$ cat config.mk
export PLATFORM = sky130hd
export DESIGN_NAME = ws2812_pixel_serializer_flat
export DESIGN_NICKNAME = d
export VERILOG_FILES = /design/src/rtl/ws2812_pixel_serializer_if.sv /design/src/rtl/ws2812_pixel_serializer.sv /design/src/flat_wrapper.sv
export SDC_FILE = /design/constraint.sdc
export NUM_CORES = 1
export LEC_CHECK = 0
export ABC_AREA = 1
export CORE_MARGIN = 2
export CORE_UTILIZATION = 45
export CTS_CLUSTER_DIAMETER = 60
export DETAILED_ROUTE_END_ITERATION = 6
export GPL_TIMING_DRIVEN = 0
export PLACE_DENSITY = 0.67
export SETUP_SLACK_MARGIN = 0.5
export SYNTH_ARGS = -nofsm -noshare
export SYNTH_HDL_FRONTEND = slang
export SYNTH_SLANG_ARGS = --single-unit
$ cat constraint.sdc
create_clock -name clk -period 2.2 [get_ports clk]
set_input_delay 0.44 -clock clk [delete_from_list [all_inputs] [get_ports clk]]
set_output_delay 0.44 -clock clk [all_outputs]
set_load 0.03 [all_outputs]
$ cat src/rtl/ws2812_pixel_serializer_if.sv
// ---------------------------------------------------------------------------
// ws2812_pixel_serializer_if
// Pixel stream handshake between an upstream pixel source and the serializer.
//   pixData  [23:0] GRB pixel word, bit 23 is sent first
//   pixValid        source has a pixel on pixData
//   pixReady        serializer takes the pixel this cycle
// Modports: master = pixel source, slave = serializer.
// ---------------------------------------------------------------------------
interface ws2812_pixel_serializer_if;
    logic [23:0] pixData;
    logic        pixValid;
    logic        pixReady;

    modport master (output pixData, output pixValid, input pixReady);
    modport slave  (input pixData, input pixValid, output pixReady);
endinterface

$ cat src/rtl/ws2812_pixel_serializer.sv
// ---------------------------------------------------------------------------
// ws2812_pixel_serializer
// Frame controller in front of the per-bit WS2812B waveform generator. Takes
// NUM_LEDS GRB pixels per frame, shifts each one out MSB-first as genMode /
// doGen requests paced by genDone, then holds the line in RET for RET_CYCLES
// clocks and pulses frameDone.
//
// Ports:
//   clk        system clock (100 MHz)
//   reset      asynchronous, active-low reset
//   pix        pixel handshake (slave side of ws2812_pixel_serializer_if)
//   genDone    generator finished the current bit (only looked at in SEND)
//   genMode    10 = zero, 11 = one, 00 = RET, 01 = none
//   doGen      generator enable, high for the whole of one bit
//   busy       high in every state but IDLE
//   frameDone  one-cycle pulse in the last RET cycle
//   underrun   (PIXEL_UNDERRUN_EN only) sticky, pixel source too slow
//
// Build option PIXEL_UNDERRUN_EN: arms a 2000-clock timer in WAITPIX; if no
// pixel arrives in time the frame is aborted into a full RET and underrun is
// set until reset. Without it WAITPIX waits indefinitely.
//
// state   | meaning
// --------+--------------------------------------------------------------
// IDLE    | no frame in progress, first pixel accepted here
// SEND    | generator driving the current bit (shiftReg[23])
// GAP     | one-cycle doGen drop between bits so the generator restarts
// WAITPIX | pixel finished, waiting for the next pixel of the frame
// RET     | line held in reset condition for RET_CYCLES clocks
// ---------------------------------------------------------------------------
module ws2812_pixel_serializer #(
    parameter int NUM_LEDS   = 8,
    parameter int RET_CYCLES = 6000
) (
    input  logic                        clk,
    input  logic                        reset,
    ws2812_pixel_serializer_if.slave    pix,
    input  logic                        genDone,
    output logic [1:0]                  genMode,
    output logic                        doGen,
    output logic                        busy,
    output logic                        frameDone
`ifdef PIXEL_UNDERRUN_EN
    ,
    output logic                        underrun
`endif
);

    localparam int LED_W = $clog2(NUM_LEDS) + 1;
    localparam int RET_W = $clog2(RET_CYCLES) + 1;
    localparam logic [LED_W-1:0] LAST_LED = LED_W'(NUM_LEDS - 1);
    localparam logic [RET_W-1:0] RET_LOAD = RET_W'(RET_CYCLES - 1);

`ifdef PIXEL_UNDERRUN_EN
    localparam int UNDERRUN_CYCLES = 2000;
    localparam int WD_W = $clog2(UNDERRUN_CYCLES) + 1;
    localparam logic [WD_W-1:0] WD_LOAD = WD_W'(UNDERRUN_CYCLES - 1);
`endif

    typedef enum logic [2:0] {IDLE, SEND, GAP, WAITPIX, RET} state_t;

    state_t             stateQ, stateD;
    logic [23:0]        shiftReg;
    logic [4:0]         bitCnt;
    logic [LED_W-1:0]   ledCnt;
    logic [RET_W-1:0]   retCnt;
    logic               loadPix, shiftEn, retLoad;
`ifdef PIXEL_UNDERRUN_EN
    logic [WD_W-1:0]    wdCnt;
    logic               wdLoad, setUnderrun;
`endif

    always_ff @(posedge clk or negedge reset) begin
        if (!reset) stateQ <= IDLE;
        else        stateQ <= stateD;
    end

    always_comb begin
        stateD       = stateQ;
        genMode      = 2'b01;
        doGen        = 1'b0;
        pix.pixReady = 1'b0;
        frameDone    = 1'b0;
        loadPix      = 1'b0;
        shiftEn      = 1'b0;
        retLoad      = 1'b0;
`ifdef PIXEL_UNDERRUN_EN
        wdLoad       = 1'b0;
        setUnderrun  = 1'b0;
`endif
        case (stateQ)
            IDLE: begin
                pix.pixReady = 1'b1;
                if (pix.pixValid) begin
                    loadPix = 1'b1;
                    stateD  = SEND;
                end
            end
            SEND: begin
                doGen   = 1'b1;
                genMode = {1'b1, shiftReg[23]};
                if (genDone) begin
                    if (bitCnt != 5'd0) begin
                        stateD = GAP;
                    end else if (ledCnt == LAST_LED) begin
                        retLoad = 1'b1;
                        stateD  = RET;
                    end else begin
`ifdef PIXEL_UNDERRUN_EN
                        wdLoad = 1'b1;
`endif
                        stateD = WAITPIX;
                    end
                end
            end
            GAP: begin
                // Mode stays on the bit just sent; the shift lands at the
                // end of this cycle so SEND sees the next bit.
                genMode = {1'b1, shiftReg[23]};
                shiftEn = 1'b1;
                stateD  = SEND;
            end
            WAITPIX: begin
                pix.pixReady = 1'b1;
                if (pix.pixValid) begin
                    loadPix = 1'b1;
                    stateD  = SEND;
                end
`ifdef PIXEL_UNDERRUN_EN
                else if (wdCnt == '0) begin
                    setUnderrun = 1'b1;
                    retLoad     = 1'b1;
                    stateD      = RET;
                end
`endif
            end
            RET: begin
                genMode = 2'b00;
                if (retCnt == '0) begin
                    frameDone = 1'b1;
                    stateD    = IDLE;
                end
            end
            default: stateD = IDLE;
        endcase
    end

    assign busy = (stateQ != IDLE);

    always_ff @(posedge clk or negedge reset) begin
        if (!reset) begin
            shiftReg <= '0;
            bitCnt   <= '0;
            ledCnt   <= '0;
            retCnt   <= '0;
`ifdef PIXEL_UNDERRUN_EN
            wdCnt    <= '0;
            underrun <= 1'b0;
`endif
        end else begin
            if (loadPix) begin
                shiftReg <= pix.pixData;
                bitCnt   <= 5'd23;
                ledCnt   <= (stateQ == IDLE) ? '0 : ledCnt + 1'b1;
            end else if (shiftEn) begin
                shiftReg <= {shiftReg[22:0], 1'b0};
                bitCnt   <= bitCnt - 1'b1;
            end

            if (retLoad)
                retCnt <= RET_LOAD;
            else if (stateQ == RET && retCnt != '0)
                retCnt <= retCnt - 1'b1;

`ifdef PIXEL_UNDERRUN_EN
            if (wdLoad)
                wdCnt <= WD_LOAD;
            else if (stateQ == WAITPIX && wdCnt != '0)
                wdCnt <= wdCnt - 1'b1;
            if (setUnderrun)
                underrun <= 1'b1;
`endif
        end
    end

endmodule

$ cat src/flat_wrapper.sv
// flat-port wrapper written by rule: the top's interface ports become plain ports
module ws2812_pixel_serializer_flat 
#(
    parameter int NUM_LEDS   = 8,
    parameter int RET_CYCLES = 6000
)
  (clk, reset, genDone, genMode, doGen, busy, frameDone, pix_pixData, pix_pixValid, pix_pixReady);
  ws2812_pixel_serializer_if pix_i ();
  input  logic clk;
  input  logic reset;
  input  logic genDone;
  output logic [1:0] genMode;
  output logic doGen;
  output logic busy;
  output logic frameDone;
  input wire logic [$bits(pix_i.pixData)-1:0] pix_pixData;
  input wire logic [$bits(pix_i.pixValid)-1:0] pix_pixValid;
  output wire logic [$bits(pix_i.pixReady)-1:0] pix_pixReady;
  assign pix_i.pixData = pix_pixData;
  assign pix_i.pixValid = pix_pixValid;
  assign pix_pixReady = pix_i.pixReady;
  ws2812_pixel_serializer #(.NUM_LEDS(NUM_LEDS), .RET_CYCLES(RET_CYCLES)) u_core (.clk(clk), .reset(reset), .pix(pix_i), .genDone(genDone), .genMode(genMode), .doGen(doGen), .busy(busy), .frameDone(frameDone));
endmodule
==> results of run 1 <==
power by group:
part | internal (uW) | leakage (uW) | switching (uW)
clock | 224 | 0.0000441 | 321
combinational | 47.7 | 0.00109 | 33.7
sequential | 924 | 0.000497 | 3.47
total | 1200 | 0.00163 | 359
sequential cells by signal, summed over array words and instances, names as in the netlist:
name,cells
u_core.stateQ,3
u_core.bitCnt,5
u_core.shiftReg,24
u_core.retCnt,14
u_core.ledCnt,4
final cells by class:
type                       instances  area [um^2]  area share (%)
timing repair buffer              60          559            15.5
inverter                          28          105            2.92
buffer                            10         83.8            2.33
clock inverter                     3         21.3           0.590
clock buffer                       5         68.8            1.91
multi-input combinational        260         1420            39.4
sequential                        50         1250            34.8
tap                               75         93.8            2.61
per-layer routing:
metal	vias to the layer above	global-route usage [%]
li1	1258	-
met1	1156	25.2
met2	38	32.7
met3	12	3.48
met4	0	6.00
met5	-	0
cells in the mapped netlist:
cell	n	share of area (%)
nand2_1	125	17
dfrtp_1	50	45
nand3_1	46	8.3
nor2_1	23	3.1
inv_1	22	3.0
o21ai_0	10	1.8
a21oi_1	7	1.3
inv_2	6	0.82
buf_6	5	2.0
nand3b_1	5	1.4
buf_2	4	0.73
nand2_2	4	0.91
nand2_4	4	1.6
nand4_1	4	0.91
ha_1	3	1.4
nand3_2	3	1.1
nor2_4	3	1.2
nor3_2	3	1.1
o211ai_1	3	0.82
nor2_2	2	0.45
nor3_1	2	0.36
or2_2	2	0.45
xor2_1	2	0.64
a21oi_2	1	0.32
a31oi_1	1	0.23
buf_4	1	0.27
nand2_8	1	0.73
nand4_4	1	0.77
nor2_8	1	0.73
o211ai_2	1	0.45
o21ai_1	1	0.18
or2_0	1	0.23
xnor2_1	1	0.32
what timing repair did:
item	CTS	global route
resized for setup	54	15
setup endpoints to repair	17	15
setup buffers	18	8
hold buffers	0	0
pin swaps	7	5
cell families (layout without fill, tap and decap cells):
group / count (synthesis) / in the layout / share of synthesized area (%)
AND/OR/NAND/NOR: 230 / 230 / 40.4
flip-flops: 50 / 50 / 45.4
XOR/XNOR: 3 / 3 / 0.953
buffers and inverters: 38 / 106 / 6.85
AO/OA/AOI/OAI: 24 / 24 / 5.08
adder cells (fa/ha/maj): 3 / 3 / 1.36
final timing paths:
| kind | startpoint | end | slack (ns) |
|---|---|---|---|
| min reg2reg | u_core.shiftReg[8] | u_core.shiftReg[8] | 0.49 |
| max reg2reg | u_core.stateQ[1] | u_core.shiftReg[2] | 0.54 |
| min in group clk | u_core.shiftReg[8] | u_core.shiftReg[8] | 0.49 |
| min | reset | u_core.ledCnt[2] | 0.13 |
| max | u_core.retCnt[0] | frameDone | 0.32 |
| max in group asynchronous | reset | u_core.shiftReg[1] | 1.52 |
stage by stage:
step                      TNS (ns)  hold slack, ns
after floorplan                  0           0.144
after global placement      -42.86           0.466
after detailed placement    -0.178           0.469
after CTS                        0           0.144
after global routing             0           0.161
final                            0           0.125
worst max-delay path, stage by stage, from the launching register on:
cell and delay, ns:
dfrtp_1 0.41, inv_2 0.09, ha_4 0.14, nand2_4 0.06, nor2_4 0.15, nand2_4 0.07
nor2_4 0.08, buf_6 0.13
==> metrics.csv, run 1 <==
metric;value;unit
finalInstanceArea;3600;um^2
grt_start_max_net_pins;27;
wl_met2;2990;um
vias;2464;
finalSetupViolCount;0;
final_common_cell;nand2_1;
relSlewSlack;60.1;%
antennaDiodeCount;0;
drtIter0Drc;94;
overflow;0;
io_buffers;33;
syn_nets;379;
synthCells;348;
worst_pin_slew;0.599;ns
die_y;82.3;um
clk_path_buf_depth;2;
postRouteAntennaNets;0;
synth-seq-cells;50;
syn_to_final_growth;30.6;%
critPathCaptureType;primary output;
die_w;82.3;um
rr_worst_depth;12;
wl_per_cell;12.5;um
rows;28;
seq_area_frac_synth;45.4;%
total_power;1550;uW
finClkSkew;0.0105;ns
fin_util;60.8;%
cts_sinks;50;
grt_use_total;19.3;%
dpl_cell_area;3210;um^2
dp_cells;457;
fillers;528;
cts-root-buf;clkbuf_8;
design.die.area;6770;um^2
rsz0062_at_grt;yes;
drt-total-wl;6140;um
synth_area;2760;um^2
yosys_warnings;0;
cts_tree;done;
grt_pass1_vias;2267;
first_pass_iters;4;
cts.clk_slew.worst_paths;0.10;ns
avgSynthCellArea;7.93;um^2
wl_met1;2860;um
num_io_pins;34;
start_util;46.6;%
numCtsBuffers;5;
hold_viol;0;
top_layer_used;met4;
vias_per_cell;5.02;
drv_cap;0;
hold_class;input port to asynchronous set/reset pin;
start_kind;register;
dr_wl_met3;190;um
cp_data_required_time;1.76;ns
clock_latency;0.30;ns
dpl.hpwl;4200;um
leakage;0.00163;uW
crit_arrival;1.44;ns
period_share;85.2;%
grt_pass1_wl;10100;um
cp_max_fo;3;
drv_slew;0;
layout-drive-gt1-share;23.8;%
htreeDepth;2;
core_area;5920;um^2
drc;0;
setup_slack;0.325;ns
power.density;431;nW/um^2
mostFrequentLayoutCells;122 x nand2_1, 49 x dfrtp_1, 45 x nand3_1, 26 x clkdlybuf4s50_1, 24 x buf_4;
critPathKind;register to primary output;
fmaxAchievable;0.533;GHz
place.gp.congestion;0.812;
peakVddDrop;0.237;mV
run_status;finished clean;
fin_crit;1.88;ns
antenna_found_initial;0;
finalNetCount;446;
synth.distinct_cells;33;
post-place-ws;-0.178;ns
final_cell_count_no_fill;491;
Power figures use the tool's default switching activity.
==> inputs of run 2 (changes only) <==
- SKIP_LAST_GASP: default -> 1
==> results of run 2 <==
The final DEF is identical to that of run 1; final timing and power are the same.
